**src/rtl/mips_pkg.sv**
```systemverilog
// mips_pkg: MIPS opcode/funct encodings, loader request ops and loader FSM states.
package mips_pkg;
  localparam logic [5:0] R_FORMAT = 6'b000000;
  localparam logic [5:0] LW       = 6'b100011;
  localparam logic [5:0] SW       = 6'b101011;
  localparam logic [5:0] BEQ      = 6'b000100;
  localparam logic [5:0] ADDI     = 6'b001000;
  localparam logic [5:0] J        = 6'b000010;
  localparam logic [5:0] F_ADD = 6'b100000;
  localparam logic [5:0] F_SUB = 6'b100010;
  localparam logic [5:0] F_AND = 6'b100100;
  localparam logic [5:0] F_OR  = 6'b100101;
  localparam logic [5:0] F_SLT = 6'b101010;
  typedef enum logic [3:0] {
    OP_ADD  = 4'd0,
    OP_SUB  = 4'd1,
    OP_AND  = 4'd2,
    OP_OR   = 4'd3,
    OP_SLT  = 4'd4,
    OP_LW   = 4'd5,
    OP_SW   = 4'd6,
    OP_BEQ  = 4'd7,
    OP_ADDI = 4'd8,
    OP_J    = 4'd9
  } instr_op_t;
  typedef enum logic [1:0] {IDLE, LOAD, WRITE, DONE} ld_state_t;
endpackage

```
**src/rtl/instr_encode.sv**
```systemverilog
// instr_encode: packs a symbolic request into a 32-bit MIPS word; flags ops 10-15.
module instr_encode
  import mips_pkg::*;
(
  input  logic [3:0]  op,
  input  logic [4:0]  rs,
  input  logic [4:0]  rt,
  input  logic [4:0]  rd,
  input  logic [15:0] imm,
  input  logic [25:0] target,
  output logic [31:0] word,
  output logic        illegal
);
  always_comb begin
    word = '0;
    illegal = 1'b0;
    case (op)
      OP_ADD:  word = {R_FORMAT, rs, rt, rd, 5'd0, F_ADD};
      OP_SUB:  word = {R_FORMAT, rs, rt, rd, 5'd0, F_SUB};
      OP_AND:  word = {R_FORMAT, rs, rt, rd, 5'd0, F_AND};
      OP_OR:   word = {R_FORMAT, rs, rt, rd, 5'd0, F_OR};
      OP_SLT:  word = {R_FORMAT, rs, rt, rd, 5'd0, F_SLT};
      OP_LW:   word = {LW, rs, rt, imm};
      OP_SW:   word = {SW, rs, rt, imm};
      OP_BEQ:  word = {BEQ, rs, rt, imm};
      OP_ADDI: word = {ADDI, rs, rt, imm};
      OP_J:    word = {J, target};
      default: illegal = 1'b1;
    endcase
  end
endmodule

```
**src/rtl/instr_loader.sv**
```systemverilog
// instr_loader: accepts encoded-instruction requests and writes them to consecutive imem words.
module instr_loader
  import mips_pkg::*;
#(
  parameter int ADDR_WIDTH = 6,
  parameter int BASE_ADDR  = 0
) (
  input  logic                  clk,
  input  logic                  reset,
  input  logic                  start,
  input  logic                  req_valid,
  output logic                  req_ready,
  input  logic [3:0]            req_op,
  input  logic [4:0]            req_rs,
  input  logic [4:0]            req_rt,
  input  logic [4:0]            req_rd,
  input  logic [15:0]           req_imm,
  input  logic [25:0]           req_target,
  input  logic                  req_last,
  output logic                  imem_we,
  output logic [ADDR_WIDTH-1:0] imem_addr,
  output logic [31:0]           imem_wdata,
  output logic                  busy,
  output logic                  done,
  output logic                  err,
  output logic [ADDR_WIDTH:0]   count
);
  localparam logic [ADDR_WIDTH-1:0] BASE = ADDR_WIDTH'(BASE_ADDR);
  localparam logic [ADDR_WIDTH-1:0] TOP  = '1;
  ld_state_t state, state_n;
  logic [31:0] word;
  logic illegal, last_q, hs, at_top;
  instr_encode u_enc (
    .op(req_op),
    .rs(req_rs),
    .rt(req_rt),
    .rd(req_rd),
    .imm(req_imm),
    .target(req_target),
    .word(word),
    .illegal(illegal)
  );
  assign hs = req_valid & req_ready;
  assign at_top = imem_addr == TOP;
  // Outputs are gated by reset so an aborted WRITE never strobes imem.
  assign req_ready = state == LOAD && !reset;
  assign imem_we = state == WRITE && !reset;
  assign busy = state == LOAD || state == WRITE;
  assign done = state == DONE;
  always_comb begin
    state_n = state;
    case (state)
      IDLE:    state_n = start ? LOAD : IDLE;
      LOAD:    state_n = !hs ? LOAD : !illegal ? WRITE : req_last ? DONE : LOAD;
      WRITE:   state_n = (last_q || at_top) ? DONE : LOAD;
      default: state_n = IDLE;
    endcase
  end
  always_ff @(posedge clk)
    if (reset) state <= IDLE;
    else state <= state_n;
  always_ff @(posedge clk) begin
    if (reset) begin
      imem_addr <= BASE;
      imem_wdata <= '0;
      count <= '0;
      err <= 1'b0;
      last_q <= 1'b0;
    end else begin
      if (state == IDLE && start) begin
        imem_addr <= BASE;
        count <= '0;
        err <= 1'b0;
      end
      if (state == LOAD && hs) begin
        if (illegal) err <= 1'b1;
        else begin
          imem_wdata <= word;
          last_q <= req_last;
        end
      end
      if (state == WRITE) begin
        imem_addr <= imem_addr + 1'b1;
        count <= count + 1'b1;
        if (!last_q && at_top) err <= 1'b1;
      end
    end
  end
endmodule

```
**config.mk**
```make
export PLATFORM = sky130hd
export DESIGN_NAME = instr_loader
export DESIGN_NICKNAME = d
export VERILOG_FILES = /design/src/rtl/mips_pkg.sv /design/src/rtl/instr_encode.sv /design/src/rtl/instr_loader.sv
export SDC_FILE = /design/constraint.sdc
export NUM_CORES = 1
export LEC_CHECK = 0
export CAP_MARGIN = 20
export CORE_MARGIN = 5
export CORE_UTILIZATION = 25
export CTS_CLUSTER_SIZE = 20
export DETAILED_ROUTE_END_ITERATION = 10
export SLEW_MARGIN = 30
export SYNTH_ARGS = -nofsm -noshare
export SYNTH_HDL_FRONTEND = slang
export SYNTH_HIERARCHICAL = 1
export SYNTH_SLANG_ARGS = --single-unit
```
**constraint.sdc**
```tcl
create_clock -name clk -period 1.9 [get_ports clk]
set_input_delay 0.19 -clock clk [delete_from_list [all_inputs] [get_ports clk]]
set_output_delay 0.19 -clock clk [all_outputs]
set_load 0.02 [all_outputs]
```
=== Yosys cells after proc, flatten, opt, wreduce, memory -nomap -nowiden ===
Index checks and enable logic that the tools add are counted.

* Bits in registers: 49
* Output and inout port bits: 50

* Add/sub/neg operators: 2
* Eq/ne operators: 13
* Muxes and demuxes: 16
* Bitwise gates (word level): 1
* Reductions and logical operators: 14

{| class="wikitable"
|+ Operators by type and width
! operator !! number
|-
| $pmux W32 S10 || 1
|-
| $eq A4 B3 Y1 const B || 4
|-
| $mux W7 || 2
|-
| $mux W6 || 2
|-
| $reduce_or A10 Y1 || 1
|-
| $eq A4 B2 Y1 const B || 2
|-
| $eq A4 B4 Y1 const B || 2
|-
| $mux W2 || 4
|-
| $add A7 B1 Y7 const B || 1
|-
| $add A6 B1 Y6 const B || 1
|-
| $eq A6 B6 Y1 const B || 1
|-
| $mux W1 || 6
|-
| $pmux W2 S3 || 1
|-
| $logic_and A1 B1 Y1 || 5
|-
| $eq A2 B2 Y1 const B || 2
|-
| $eq A4 B1 Y1 const B || 1
|-
| $logic_not A4 Y1 || 1
|-
| $eq A2 B1 Y1 const B || 1
|-
| $logic_not A1 Y1 || 2
|-
| $logic_not A2 Y1 || 1
|-
| $logic_or A1 B1 Y1 || 2
|-
| $reduce_and A2 Y1 || 1
|-
| $reduce_bool A2 Y1 || 1
|-
| $and A1 B1 Y1 || 1
|}

=== Logic depth before layout (Yosys ltp) ===
Gate-level depths: netlist of the first run.

* Word-level depth: 7
* Mapped depth: 8

=== By module ===
The synthesis of the first run kept the hierarchy.

{| class="wikitable"
|+ By module, submodules not included
! module !! instances !! cells each !! area each (µm²)
|-
| instr_loader || 1 || 233 || 2001.9
|-
| instr_encode || 1 || 72 || 579.3
|}

=== Worst setup path before layout of the first run ===
No wires, ideal clock.

* Path type: reg-to-reg
* Start: register count[0]
* End: register count[6]
* Library setup time: 0.116 ns
* Arrival: 1.358 ns
* Required time: 1.784 ns
* Path slack: 0.426 ns
* Stages on the path, launching flop included: 5
* Path buffers: 0
* Clock period less this slack: 1.474 ns
* Cell sequence: dfxtp_1 ha_1 nand4_1 or2_0 a31o_2

* Word-level cells in the longest chain between the ends: 2

{| class="wikitable"
|+ RTL lines
! what !! line !! source
|-
| from (decl) || instr_loader.sv:26 || <nowiki>output logic [ADDR_WIDTH:0] count</nowiki>
|-
| from (signal assigned) || instr_loader.sv:84 || <nowiki>count <= count + 1'b1;</nowiki>
|-
| $add A7 B1 Y7 || instr_loader.sv:84 ||
|-
| $mux W7 || instr_loader.sv:82 || <nowiki>if (state == WRITE) begin</nowiki>
|}

Every way passes these cells.
A chain may end at the register's enable or synchronous reset.

=== Worst setup path after layout of the first run ===
* Start: register state[0]
* End: output busy

* Word-level cells in the longest chain between the ends: 2

{| class="wikitable"
|+ RTL lines
! what !! line !! source
|-
| from (decl) || instr_loader.sv:30 || <nowiki>ld_state_t state, state_n;</nowiki>
|-
| from (signal assigned) || instr_loader.sv:61 || <nowiki>else state <= state_n;</nowiki>
|-
| $eq A2 B1 Y1 / $eq A2 B2 Y1 (equally long branches) || instr_loader.sv:48 || <nowiki>assign busy = state == LOAD || state == WRITE;</nowiki>
|-
| $logic_or A1 B1 Y1 (*) || instr_loader.sv:48 ||
|-
| to (decl) || instr_loader.sv:23 || <nowiki>output logic busy,</nowiki>
|}

Mark *: on every way between the ends. The rest lies on a longest branch, timed or not.

==> results of run 1 <==
==> worst min path at each step <==
stage                   start              to  cells past startpoint
2_1_floorplan        req_last          last_q                      2
3_3_place_gp   imem_wdata[25]  imem_wdata[25]                      2
3_5_place_dp    imem_wdata[7]   imem_wdata[7]                      2
4_1_cts                 reset        state[1]                      4
5_1_grt                 reset        state[1]                      4
6_report                reset        state[1]                      4
==> logic make-up (layout without fill, tap and decap cells) <==
family | count (synthesis) | in the layout | share of synthesized area
fa+ha+maj | 6 | 6 | 0.0291
other cells | 1 | 1 | 0.00145
compound gates | 91 | 91 | 0.246
simple gates | 122 | 122 | 0.236
flops | 49 | 49 | 0.380
buf+inv | 28 | 144 | 0.0756
mux | 5 | 5 | 0.0218
xor+xnor | 3 | 3 | 0.0102
==> worst max-delay path, stage by stage, from the launching register on <==
cell and delay, ns:
dfxtp_1 0.37, inv_1 0.07, ha_1 0.28, clkdlybuf4s50_1 0.60
==> placed cells by master, fill, tap and decap left out, drive strengths merged, types with 5 or more instances in the layout <==
cell,n
clkbuf,6
a221o,6
ha,6
a21oi,42
buf,19
and2,7
and3,5
a22o,18
nand2,75
dfxtp,49
clkdlybuf4s50,112
nor2,6
==> through the flow <==
| step | setup TNS [ns] | util |
|---|---|---|
| floorplan | 0 | - |
| global placement | 0 | 0.380 |
| global route | 0 | 0.391 |
| detailed placement | -0.0314 | 0.380 |
| CTS | 0 | 0.391 |
| finish | 0 | 0.391 |
==> sequential cells by signal, summed over array words and instances, names as in the netlist <==
| signal | cells |
|---|---|
| imem_wdata | 32 |
| state | 2 |
| count | 7 |
| imem_addr | 6 |
| err | 1 |
| last_q | 1 |
==> per-layer routing <==
metal / global-route usage / wire length, um / vias to the layer above
li1: - / - / 1312
met1: 0.156 / 3670 / 1187
met2: 0.216 / 3750 / 77
met3: 0.0386 / 455 / 13
met4: 0.0284 / 111 / 0
met5: 0 / 0 / -
==> final cells by class <==
class                   instances  area, um2  share of cell area
clock buffers                   6       72.6              0.0182
clock inverters                 2       38.8             0.00974
inverters                       3       11.3             0.00283
multi-input cells             228       1410               0.353
flip-flops and latches         49        981               0.246
well taps                     136        170              0.0427
repair buffers                133       1300               0.327
==> power groups by stage <==
stage	clock, mW	sequential, mW	combinational, mW
2_1_floorplan	0	1.08	0.198
3_3_place_gp	0	1.07	0.422
3_5_place_dp	0	1.07	0.423
4_1_cts	0.781	1.05	0.425
5_1_grt	0.828	1.05	0.455
6_report	0.740	1.05	0.420
==> results by group, run 1 <==
CTS
  – H-tree levels: 2
  – Worst-Skew Late Latency: ~0.30 ns
  – Max Root-Sink Buffers: 2
  – Post-CTS setup buffer count: 0
  – CTS buffer count: 5
  – CTS tree: done
  – Clk sinks: 49
  – PostCTS Resize Cnt: 2
  – Hold Buf Count CTS: 0
  – Worst-path clk slew: 0.09 ns
  – Clock Tree Root: clkbuf_8

Route
  – Vias per cell: 4.65
  – Iteration-0 DRC Markers: 85
  – Vias: roughly 2,600
  – Final ANT Viol Nets: 0
  – DRC viols: 0
  – 1st-pass router iterations: 4
  – WL/cell: roughly 14 um
  – WL final: around 8.0 mm

Setup path
  – Worst setup path start: state[0]
  – Worst Reg-to-Reg Cells: 6
  – Reg2reg end: count[6]
  – Critical Path Source Type: flop
  – Maximum fanout along the worst path: 3
  – Worst EP arrival: ~1.6 ns
  – Critical R2R Launch: state[0]
  – Setup crit end kind: primary output
  – Setup crit end: busy
  – R2R setup slack: approximately 0.30 ns
  – Setup CP Type: flop to primary output
  – CP required: 1.71 ns

Die
  – Die area: between 0.01 and 0.015 mm2
  – Rows: 37
  – Die X: about 110 um
  – Core area: approximately 0.010 mm2
  – Die extent in y: between 100 and 150 um
  – I/O pin count: ~120
  – Initial Utilization: 0.253

Logic synthesis
  – Most common library cells after synthesis: nand2_1, dfxtp_1, a21oi_1
  – Async set-reset flop share out of synthesis: 0
  – Prevailing post-synth register cell: dfxtp_1
  – Mapped Area: about 0.0026 mm2
  – Synthesized Nets: between 300 and 400
  – EDFF count, synth: 0
  – Seq/Total Area, Yosys: 0.380
  – Distinct cell type count after synthesis: 56
  – Synth top area share: 0.380
  – Largest cells by area after synthesis: dfxtp_1, nand2_1, a21oi_1
  – YS warnings: 6
  – Synthesis-stage register bit count: 49
  – Top-count cell post-synth: nand2_1
  – Syn Area/Cell: between 8 and 9 um2
  – Area leader, netlist: dfxtp_1
  – Mapped Cells: roughly 310

Timing
  – Final hold violation count: 0
  – Fmax: roughly 560 MHz
  – Hold WS: between 0.2 and 0.3 ns
  – Final setup vio count: 0
  – Minimum clock period: ~1.8 ns
  – Final Skew: approximately 0.013 ns
  – Unrepaired setup endpoints after global routing: no
  – Slew Viols, Final: 0
  – Final worst setup slack: 0.0986 ns
  – Fin crit share: 0.948

Layout
  – Post-layout instance area: approximately 0.0040 mm2
  – Layout filler cell count: roughly 1,100
  – Synthesis-to-finish area growth: 54.3%
  – Nets: between 400 and 500
  – Share of layout cells above drive strength 1: 0.116
  – N_diodes: 0
  – Non-Filler Instances: 557

Power
  – Net load switching power: 0.532 mW
  – Leakage power: 1.44 nW
  – Sw Share: 0.241
  – Flop pwr share: 0.475
  – Peak supply drop: 0.000268 V
  – Internal: roughly 1.7 mW
  – Gate power share: 0.190
  – Clock Power Share: 0.335
  – Design Power: approximately 2.2 mW
  – Pwr per Cell Area: about 550 mW/mm2

Worst hold path
  – Hold Path Class: input port to flop

Placed design
  – RePlAce Congestion: 0.784
  – Input/output buffers: roughly 120
  – Post-detail-place hpwl: between 6 and 7 mm
  – Inst Count DP: 549
  – Area after DPL: between 0.003 and 0.004 mm2
  – Dpl ws: -0.0186 ns

Global route
  – Total GRT Usage: 0.126
  – Antenna violations before repair: 0
  – GRT Residual Overflow: 0
  – First-pass GRT wire length: 12.9 mm
  – Number of global-route vias before repair: around 2,600
  – Largest net degree at the start of global routing: 34

Job
  – Max Cap Viol: 0

Status
  – Status: finished, final reports clean
Power figures use the tool's default switching activity.
==> run 2, diff against run 1 <==
--- a/config.mk
+++ b/config.mk
@@ -10,6 +10,7 @@
 export CORE_UTILIZATION = 25
 export CTS_CLUSTER_SIZE = 20
 export DETAILED_ROUTE_END_ITERATION = 10
+export SKIP_CTS_REPAIR_TIMING = 1
 export SLEW_MARGIN = 30
 export SYNTH_ARGS = -nofsm -noshare
 export SYNTH_HDL_FRONTEND = slang
==> constraint.sdc (replaced) <==
create_clock -name clk -period 1.68 [get_ports clk]
set_input_delay 0.168 -clock clk [delete_from_list [all_inputs] [get_ports clk]]
set_output_delay 0.168 -clock clk [all_outputs]
set_load 0.02 [all_outputs]
==> results by group, run 2 (synthesized netlist as in run 1, its figures left out) <==
Route
  – WL final: 8.15 mm
  – DRC viols: 0
  – WL/cell: around 14 um
  – Final ANT Viol Nets: 0
  – Vias per cell: 4.65
  – 1st-pass router iterations: 4
  – Vias: 2,631
  – Iteration-0 DRC Markers: 103

Power
  – Internal: between 1.5 and 2 mW
  – Leakage power: 1.52 nW
  – Net load switching power: ~0.62 mW
  – Sw Share: 0.262
  – Flop pwr share: 0.498
  – Gate power share: 0.208
  – Pwr per Cell Area: between 500 and 600 mW/mm2
  – Clock Power Share: 0.294
  – Peak supply drop: approximately 0.00031 V

Layout
  – Layout filler cell count: roughly 1,000
  – Most frequent cells in the layout: clkdlybuf4s50_1, nand2_1, dfxtp_1
  – N_diodes: 0
  – Most flop-heavy register: imem_wdata
  – Number of flip-flops in the largest register: 32
  – Biggest regs: imem_wdata x32, count x7, imem_addr x6
  – Nets: between 500 and 600
  – Share of layout cells above drive strength 1: 0.135
  – Synthesis-to-finish area growth: 57.0%
  – Commonest non-fill, non-tap cell in the layout: clkdlybuf4s50_1
  – Post-layout instance area: between 0.004 and 0.005 mm2

Timing
  – Fmax: slightly above 600 MHz
  – Final Skew: 0.0150 ns
  – Unrepaired setup endpoints after global routing: no
  – Final worst setup slack: 0.0652 ns
  – Fin crit share: 0.961
  – Hold WS: approximately 0.13 ns
  – Final setup vio count: 0
  – Slew Viols, Final: 0
  – Final hold violation count: 0
  – Minimum clock period: between 1.5 and 2 ns

Setup path
  – Worst Reg-to-Reg Cells: 6
  – Critical Path Source Type: flop
  – Worst EP arrival: between 1 and 1.5 ns
  – Delay-heaviest family, CP: buffers and inverters
  – Setup CP Type: flop to primary output
  – CP Buf/Inv Count: 1
  – CP required: between 1.5 and 2 ns
  – Worst path max stage delay: between 0.6 and 0.7 ns
  – Worst path depth: 1
  – Critical-path top delay cell: clkdlybuf4s50_1
  – Setup crit end kind: primary output
  – CP Cell Sequence: clkdlybuf4s50_1
  – Maximum fanout along the worst path: 8

Global route
  – First-pass GRT wire length: between 10 and 15 mm
  – Total GRT Usage: 0.127
  – Largest net degree at the start of global routing: 31
  – Number of global-route vias before repair: 2,610
  – Antenna violations before repair: 0
  – GRT Residual Overflow: 0

CTS
  – Clock Tree Root: clkbuf_8
  – Worst-Skew Late Latency: 0.30 ns
  – Worst-path clk slew: 0.10 ns
  – CTS tree: done
  – H-tree levels: 2
  – Max Root-Sink Buffers: 2
  – CTS buffer count: 5
  – Clk sinks: 49

Die
  – I/O pin count: between 100 and 150
  – Die area: roughly 0.012 mm2
  – Initial Utilization: 0.253
  – Die extent in y: 112 um
  – Core area: about 0.010 mm2
  – Rows: 37
  – Die X: roughly 110 um

Status
  – Status: finished, final reports clean

Job
  – Max Cap Viol: 0

Placed design
  – RePlAce Congestion: ~0.78
  – Dpl ws: -0.216 ns
  – Post-detail-place hpwl: roughly 6.3 mm
  – Input/output buffers: between 100 and 150
  – Area after DPL: a little under 0.004 mm2

Worst hold path
  – Hold Path Stages: 2
  – Hold Path Class: input port to flop
## run 2: power groups by stage
stage | registers, mW | logic (mW) | clock network (mW)
finish | 1.19 | 0.495 | 0.701
global route | 1.19 | 0.536 | 0.781
CTS | 1.19 | 0.497 | 0.737
detailed placement | 1.21 | 0.494 | 0
global placement | 1.21 | 0.490 | 0
floorplan | 1.23 | 0.224 | 0
## run 2: final timing paths
kind,start,endpoint,slack (ns)
setup / recovery,imem_addr[2],imem_addr[2],0.07
hold / removal,reset,last_q,0.13
setup reg to reg,state[0],imem_addr[5],0.11
hold reg to reg,imem_wdata[24],imem_wdata[24],0.46
## run 2: metrics by stage
step | setup TNS [ns] | total power, mW | std cells | utilization
CTS | -0.757 | 2.42 | 565 | 0.396
finish | 0 | 2.38 | 566 | 0.398
global placement | -3.67 | 1.70 | 557 | 0.387
global route | 0 | 2.51 | 566 | 0.398
detailed placement | -4.61 | 1.71 | 557 | 0.387
floorplan | 0 | 1.45 | 305 | -
## run 2: final cells by class
| cell class | count | area [um2] | area share |
|---|---|---|---|
| Multi-Input combinational cell | 228 | 1410 | 0.347 |
| Timing Repair Buffer | 142 | 1400 | 0.345 |
| Sequential cell | 49 | 981 | 0.242 |
| Tap cell | 136 | 170 | 0.0420 |
| Clock buffer | 6 | 72.6 | 0.0179 |
| Clock inverter | 2 | 15.0 | 0.00371 |
| Inverter | 3 | 11.3 | 0.00278 |
## run 2: routing by layer
| metal | track usage | part of all wire | vias to the layer above | wire [um] |
|---|---|---|---|---|
| met2 | 0.220 | 0.49 | 74 | 3950 |
| met1 | 0.154 | 0.45 | 1228 | 3630 |
| met5 | 0 | 0 | - | 0 |
| li1 | - | - | 1323 | - |
| met3 | 0.0391 | 0.057 | 6 | 461 |
| met4 | 0.0284 | 0.013 | 0 | 102 |
==> run 3, diff against run 2 <==
--- a/config.mk
+++ b/config.mk
@@ -5,7 +5,6 @@
 export SDC_FILE = /design/constraint.sdc
 export NUM_CORES = 1
 export LEC_CHECK = 0
-export CAP_MARGIN = 20
 export CORE_MARGIN = 5
 export CORE_UTILIZATION = 25
 export CTS_CLUSTER_SIZE = 20
==> results of run 3 <==
Same layout as run 2: the final DEF is identical, and so are final timing and power.
